File: config.mk
export PLATFORM = sky130hd
export DESIGN_NAME = deg_to_theta
export DESIGN_NICKNAME = d
export VERILOG_FILES = /design/src/rtl/deg_to_theta.sv
export SDC_FILE = /design/constraint.sdc
export NUM_CORES = 1
export LEC_CHECK = 0
export ABC_AREA = 1
export CORE_MARGIN = 2
export CORE_UTILIZATION = 66
export DETAILED_ROUTE_END_ITERATION = 6
export GPL_ROUTABILITY_DRIVEN = 0
export PLACE_DENSITY = 0.88
export SLEW_MARGIN = 15
export SYNTH_ARGS = -nofsm -noshare
export SYNTH_HDL_FRONTEND = slang
export SYNTH_SLANG_ARGS = --single-unit
File: constraint.sdc
create_clock -name clk -period 15.45 [get_ports clk]
set_input_delay 3.8625 -clock clk [delete_from_list [all_inputs] [get_ports clk]]
set_output_delay 3.8625 -clock clk [all_outputs]
set_load 0.01 [all_outputs]
File: src/rtl/deg_to_theta.sv
// Pops integer degrees from a FIFO, wraps them into [-180,+180] and pushes the
// rounded Q2.14 radian value into the cordic theta FIFO, one sample at a time.
module deg_to_theta #(
  parameter int DEG_W   = 16,
  parameter int THETA_W = 32,
  parameter int K_RAD   = 18740330
) (
  input  logic                      clk,
  input  logic                      reset,
  input  logic                      deg_empty,
  output logic                      deg_rd_en,
  input  logic signed [DEG_W-1:0]   deg_dout,
  input  logic                      theta_full,
  output logic                      theta_wr_en,
  output logic signed [THETA_W-1:0] theta_din,
  output logic                      busy,
  output logic [31:0]               sample_count
);

  localparam int X_W = DEG_W + 2;
  localparam int P_W = DEG_W + 28;

  localparam logic [2:0] IDLE  = 3'd0;
  localparam logic [2:0] FETCH = 3'd1;
  localparam logic [2:0] WRAP  = 3'd2;
  localparam logic [2:0] MULT  = 3'd3;
  localparam logic [2:0] PUSH  = 3'd4;

  localparam logic signed [X_W-1:0] DEG_180 = X_W'(180);
  localparam logic signed [X_W-1:0] DEG_360 = X_W'(360);
  localparam logic signed [P_W-1:0] K_S     = P_W'(K_RAD);
  localparam logic signed [P_W-1:0] RND     = P_W'(32768);

  logic [2:0]              state;
  logic signed [X_W-1:0]   x_p0;
  logic signed [16:0]      theta_p1;
  logic                    x_hi;
  logic                    x_lo;

  // Product carries 30 fraction bits; dropping 16 leaves Q2.14, ties go up.
  function automatic logic signed [16:0] round_q14(input logic signed [P_W-1:0] p);
    return 17'((p + RND) >>> 16);
  endfunction

  assign x_hi = (x_p0 > DEG_180);
  assign x_lo = (x_p0 < -DEG_180);

  // Stage p0: angle capture and wrap; stage p1: scale to radians
  always_ff @(posedge clk) begin
    case (state)
      FETCH: x_p0 <= X_W'(deg_dout);
      WRAP: begin
        if (x_hi)
          x_p0 <= x_p0 - DEG_360;
        else if (x_lo)
          x_p0 <= x_p0 + DEG_360;
      end
      MULT: theta_p1 <= round_q14(P_W'(x_p0) * K_S);
      default: ;
    endcase
  end

  always_ff @(posedge clk or posedge reset) begin
    if (reset) begin
      state        <= IDLE;
      deg_rd_en    <= 1'b0;
      theta_wr_en  <= 1'b0;
      theta_din    <= '0;
      busy         <= 1'b0;
      sample_count <= '0;
    end else begin
      deg_rd_en   <= 1'b0;
      theta_wr_en <= 1'b0;
      case (state)
        IDLE: begin
          if (!deg_empty) begin
            deg_rd_en <= 1'b1;
            busy      <= 1'b1;
            state     <= FETCH;
          end
        end
        FETCH: state <= WRAP;
        WRAP: begin
          if (!x_hi && !x_lo)
            state <= MULT;
        end
        MULT: state <= PUSH;
        PUSH: begin
          // Stay here while the cordic FIFO is full; nothing new is popped.
          if (!theta_full) begin
            theta_wr_en  <= 1'b1;
            theta_din    <= THETA_W'(theta_p1);
            sample_count <= sample_count + 32'd1;
            busy         <= 1'b0;
            state        <= IDLE;
          end
        end
        default: begin
          busy  <= 1'b0;
          state <= IDLE;
        end
      endcase
    end
  end

endmodule

==> results of run 1 <==
[through the flow]
step / utilization [%] / cell area [um2] / worst slack, ns / instances
after global routing: 75.4 / 13600 / 8.76 / 1789
final: 75.4 / 13600 / 8.89 / 1789
after CTS: 75.4 / 13600 / 9.11 / 1789
after global placement: 73.6 / 13300 / 9.25 / 1773
after floorplan: - / 12300 / 9.77 / 1478
after detailed placement: 73.6 / 13300 / 9.09 / 1773
[worst max-delay path, cell delays in order, from the launching register on]
cell and delay [ns]:
edfxtp_1 0.64, fa_1 0.80, inv_1 0.09, fa_1 0.52, fa_1 0.46, fa_1 0.54, fa_1 0.52, fa_1 0.54
inv_1 0.04, ha_1 0.42, nand2_1 0.17, nor2_1 0.27, nand2_1 0.20, nor2_1 0.13, nand2_1 0.14, nand3_1 0.12
nand2_1 0.16, nor2_1 0.13, nand3_1 0.07, nor2_1 0.13, nand3_1 0.08, nand2_1 0.07, nand2_1 0.05
[cell usage after synthesis]
master,count
inv_1,376
nand2_1,326
ha_1,160
fa_1,139
nor2_1,66
dfrtp_1,55
nand3_1,52
edfxtp_1,35
a21oi_1,30
xor2_1,30
xnor2_1,29
o21ai_0,26
nand4_1,23
nor3_1,19
buf_4,15
nand2_2,14
inv_2,13
nand2_4,10
nor2_4,7
clkbuf_1,6
nor2_2,6
o21bai_1,5
nand3_2,4
a21o_1,3
nand3b_1,3
or2_2,3
a21oi_2,2
and3_1,2
nor3_2,2
nor3_4,2
nor4_1,2
o21bai_2,2
o31ai_1,2
a221oi_1,1
a31oi_1,1
buf_1,1
nand3_4,1
nand3b_2,1
nand4_4,1
nor2_8,1
o21ai_1,1
xor2_4,1
[flip-flops by register name (all words and copies together) (netlist names)]
name and cells:
state 3, theta_wr_en 1, x_p0 18, busy 1, deg_rd_en 1, sample_count 32
theta_din 17, theta_p1 17
[layer usage]
layer | part of all wire (%) | vias to the layer above | wire [um] | global-route usage (%)
met5 | 0 | - | 0 | 0
met2 | 48 | 556 | 14800 | 55.6
li1 | - | 4634 | - | -
met4 | 4.8 | 0 | 1480 | 15.1
met3 | 8.8 | 121 | 2730 | 6.22
met1 | 39 | 4759 | 11900 | 41.7
[logic make-up after synthesis]
family,count (synthesis),share of synthesized area (%)
buf+inv,411,13.0
xor+xnor,60,4.43
simple gates,545,20.5
fa+ha+maj,299,38.9
flops,90,19.8
compound gates,73,3.38
[worst max path at each step]
stage	start	to	slack (ns)	cells past startpoint
after detailed placement	theta_full	sample_count[31]	9.09	10
after global placement	theta_full	sample_count[31]	9.25	10
final	x_p0[9]	theta_p1[16]	8.89	22
after global routing	x_p0[7]	theta_p1[11]	8.76	24
after floorplan	x_p0[7]	theta_p1[16]	9.77	25
after CTS	x_p0[7]	theta_p1[14]	9.11	26
[area by class of cell]
| cell class | count | area share (%) |
|---|---|---|
| timing repair buffer | 88 | 6.43 |
| multi-input combinational | 977 | 60.6 |
| clock inverter | 5 | 0.477 |
| clock buffer | 11 | 1.86 |
| inverter | 389 | 10.7 |
| sequential | 90 | 17.8 |
| tap | 229 | 2.10 |
[placed cells by master, fill, tap and decap left out, types with 3 or more instances in the layout]
| cell type | n |
|---|---|
| nand4_1 | 23 |
| xor2_1 | 30 |
| edfxtp_1 | 35 |
| fa_1 | 139 |
| xnor2_1 | 29 |
| nand3b_1 | 3 |
| clkbuf_16 | 10 |
| nor2_2 | 6 |
| nand2_2 | 14 |
| nand3_2 | 4 |
| nor2_1 | 66 |
| inv_2 | 14 |
| inv_1 | 375 |
| nor3_1 | 19 |
| or2_2 | 3 |
| a21o_1 | 3 |
| a21oi_1 | 30 |
| nor2_4 | 7 |
| nand2_4 | 10 |
| nand3_1 | 52 |
| clkdlybuf4s50_1 | 86 |
| ha_1 | 160 |
| o21bai_1 | 5 |
| nand2_1 | 326 |
| dfrtp_1 | 55 |
| o21ai_0 | 26 |
==> flow_summary.toml, run 1 <==
[status]
outcome = "completed"

[timing]
tightest_slew_ns = 0.771
finalHoldViolCount = 0
slew_viol_final = 0
setup_viol = 0
max_slew_margin_pct = 48.5
finalCritPeriodShare_pct = 42.4
whs_ns = 0.448
rsz0062_at_grt = "false"
setup_tns_ns = 0
max_clock_freq_mhz = 153
clock-skew-final_ns = 0.0149
layout_min_cycle_time_ns = 6.56

[critical_path]
reg2reg_to = "theta_p1[16]"
crit_fanout = 8
start_kind = "flip-flop"
cp-end-kind = "flip-flop"
r2r_slack_ns = 8.89
r2r.worst_path.cells = 22
cp.arrival_ns = 6.66
rr_startpoint = "x_p0[9]"
criticalPathCategory = "flip-flop to flip-flop"
cp.required_ns = 15.55

[synth]
synth_cell_types = 42
synth_area_per_cell_um2 = 8.31
netlist.top_cell.by_area = "fa_1"
synth-seq-area-share_pct = 19.8
syn_area_um2 = 12300
ys_ff_latch = 90
yosys_warnings = 0
syn_nets = 1797
synth.top_cell.area_share_pct = 22.6
synth_area_leaders = "fa_1 (23%), ha_1 (16%), inv_1 (11%)"
synthCells = 1478

[layout]
fillCellCount = 1213
nets = 1874
seq_area_um2 = 2430
synthToLayoutAreaGrowth_pct = 10.9
multi_input_area_um2 = 8260
diodes = 0
drive_gt1_share_pct = 5.64

[hold_path]
hp-start = "theta_p1[2]"
hold_path_depth = 2
hold_path_class = "flip-flop to flip-flop"
min_to = "theta_din[2]"

[drt]
drt_wl_total_mm = 31.0
vias = 10100
wl_per_cell_um = 17.3
first_pass_iters = 7
post-route-drc-count = 0
viasPerCell = 5.63
drtIter0Drc = 948
final_antenna_net_count = 0

[clock_network]
clockBufferDepth = 2
htreeDepth = 3
cts_hold_buf = 0
cts_setup_buffers = 0
cts-root-buf = "clkbuf_16"
cts_resized = 0
clkSinkCount = 90
cts.clk_slew.worst_paths_ns = 0.07
cts_tree = "done"
numCtsBuffers = 9
clkLatencyLatePin_ns = 0.35

[floorplanning]
dieHeight_um = 140
fp-row-count = 49
ios = 87
dieWidth_um = 140
core_area_um2 = 18100
start_util_pct = 67.9
dieArea_um2 = 19700

[grt]
grt_pass1_wl_mm = 50.8
grt_max_degree = 56
antenna_found_initial = 0
grt_overflow = 0
track_usage_pct = 33.1
grt_pass1_vias = 10100

[run]
cap_violations = 0

[placement]
numPortBuffers = 86
hpwlAfterDp_mm = 25.3
Power of run 1 is not shown: default switching activity piles up to over one toggle a cycle in this logic, so the estimate is an artifact.
==> run 2: changes to the inputs <==
--- a/config.mk
+++ b/config.mk
@@ -7,10 +7,10 @@
 export LEC_CHECK = 0
 export ABC_AREA = 1
 export CORE_MARGIN = 2
-export CORE_UTILIZATION = 66
+export CORE_UTILIZATION = 62
 export DETAILED_ROUTE_END_ITERATION = 6
 export GPL_ROUTABILITY_DRIVEN = 0
-export PLACE_DENSITY = 0.88
+export PLACE_DENSITY = 0.83
 export SLEW_MARGIN = 15
 export SYNTH_ARGS = -nofsm -noshare
 export SYNTH_HDL_FRONTEND = slang
==> constraint.sdc (replaced) <==
create_clock -name clk -period 6.7 [get_ports clk]
set_input_delay 1.675 -clock clk [delete_from_list [all_inputs] [get_ports clk]]
set_output_delay 1.675 -clock clk [all_outputs]
set_load 0.01 [all_outputs]
==> flow_summary.toml, run 2 (same netlist as run 1, synthesis figures left out) <==
[grt]
grt_overflow = 0
grt_max_degree = 56
grt_pass1_vias = 9903
antenna_found_initial = 0
grt_pass1_wl_mm = 47.1
track_usage_pct = 29.3

[critical_path]
crit_fanout = 10
cp-end-kind = "flip-flop"
crit_path_start = "x_p0[7]"
cp.required_ns = 6.82
start_kind = "flip-flop"
cp.arrival_ns = 6.37
r2r.worst_path.cells = 24
rr_startpoint = "x_p0[7]"
criticalPathCategory = "flip-flop to flip-flop"
reg2reg_to = "theta_p1[9]"
r2r_slack_ns = 0.45

[layout]
diodes = 0
final_cell_mix = "inv_1 (375), nand2_1 (326), ha_1 (160)"
synthToLayoutAreaGrowth_pct = 11.3
drive_gt1_share_pct = 6.00
reg_top3 = "sample_count x32, x_p0 x18"
regMostFlops = "sample_count"
layout_commonest_cell = "inv_1"
largest_register_ffs = 32
nets = 1880
fillCellCount = 1455

[floorplanning]
dieHeight_um = 145
start_util_pct = 63.1
dieWidth_um = 145
fp-row-count = 51
ios = 87
core_area_um2 = 19500
dieArea_um2 = 21000

[timing]
rsz0062_at_grt = "false"
finalHoldViolCount = 0
clock-skew-final_ns = 0.0117
setup_tns_ns = 0
setup_viol = 0
finalCritPeriodShare_pct = 93.3
max_slew_margin_pct = 50.1
slew_viol_final = 0
tightest_slew_ns = 0.747
layout_min_cycle_time_ns = 6.25
max_clock_freq_mhz = 160

[hold_path]
min_to = "theta_din[7]"
hp-start = "theta_p1[7]"
hold_path_class = "flip-flop to flip-flop"
hold_path_depth = 2

[clock_network]
cts_resized = 0
clkLatencyLatePin_ns = 0.36
cts-root-buf = "clkbuf_16"
numCtsBuffers = 9
clockBufferDepth = 2
cts_hold_buf = 0
clkSinkCount = 90
htreeDepth = 3
cts_setup_buffers = 0
cts_tree = "done"
cts.clk_slew.worst_paths_ns = 0.07

[drt]
final_antenna_net_count = 0
first_pass_iters = 5
viasPerCell = 5.36
vias = 9808
post-route-drc-count = 0
wl_per_cell_um = 16.1
drtIter0Drc = 566
drt_wl_total_mm = 29.5

[placement]
numPortBuffers = 86
hpwlAfterDp_mm = 25.5

[run]
cap_violations = 0

[status]
outcome = "completed"
==> run 2: cell types whose count changed in the layout (fill, tap and decap cells not counted) <==
cell / change
clkinv_4: +2
bufinv_16: -1
buf_4: +6
inv_6: -1
clkbuf_16: -1
clkinvlp_4: +1
==> run 2: through the flow <==
stage | instances | hold WS, ns | cell area, um2 | utilization (%) | worst slack (ns)
finish | 1831 | 0.444 | 13700 | 70.3 | 0.450
global route | 1831 | 0.471 | 13700 | 70.3 | 0.0950
CTS | 1831 | 0.446 | 13700 | 70.3 | 0.448
detailed placement | 1815 | 0.432 | 13400 | 68.9 | 0.465
global placement | 1815 | 0.421 | 13400 | 68.9 | 0.648
floorplan | 1478 | 0.418 | 12300 | - | 1.02
==> run 2: worst max path at each step <==
stage	depth (start not counted)	endpoint	slack, ns
floorplan	25	theta_p1[16]	1.02
global placement	24	theta_p1[15]	0.65
detailed placement	24	theta_p1[9]	0.46
CTS	24	theta_p1[9]	0.45
global route	24	theta_p1[16]	0.1
finish	24	theta_p1[9]	0.45
==> run 2: critical path, stage by stage (launching register included) <==
cell	delay, ns
edfxtp_1	0.63
inv_1	0.16
ha_1	0.40
fa_1	0.40
inv_1	0.07
fa_1	0.40
inv_1	0.08
fa_1	0.46
fa_1	0.52
fa_1	0.54
inv_1	0.04
ha_1	0.33
nand2_1	0.11
inv_1	0.08
a21oi_1	0.29
nand3_2	0.21
xor2_4	0.28
ha_1	0.30
nand2_4	0.08
nor2_4	0.15
nand3_4	0.11
nor2_4	0.16
nand3_1	0.10
nand2_1	0.08
inv_1	0.03
==> run 2: area by class of cell <==
class	instances	area, um2	share of cell area [%]
multi-input combinational	977	8260	60.4
sequential	90	2430	17.7
inverter	389	1460	10.7
timing repair buffer	94	921	6.73
tap	265	332	2.42
clock buffer	10	229	1.67
clock inverter	6	51.3	0.375
==> run 2: per-layer routing <==
metal	global-route usage, %	up-vias	share of wire, %
met1	33.0	4659	38
met3	4.48	124	5.2
met2	52.2	386	51
li1	-	4639	-
met4	17.7	0	6.1
met5	0	-	0
Power of run 2 is left out for the same reason.
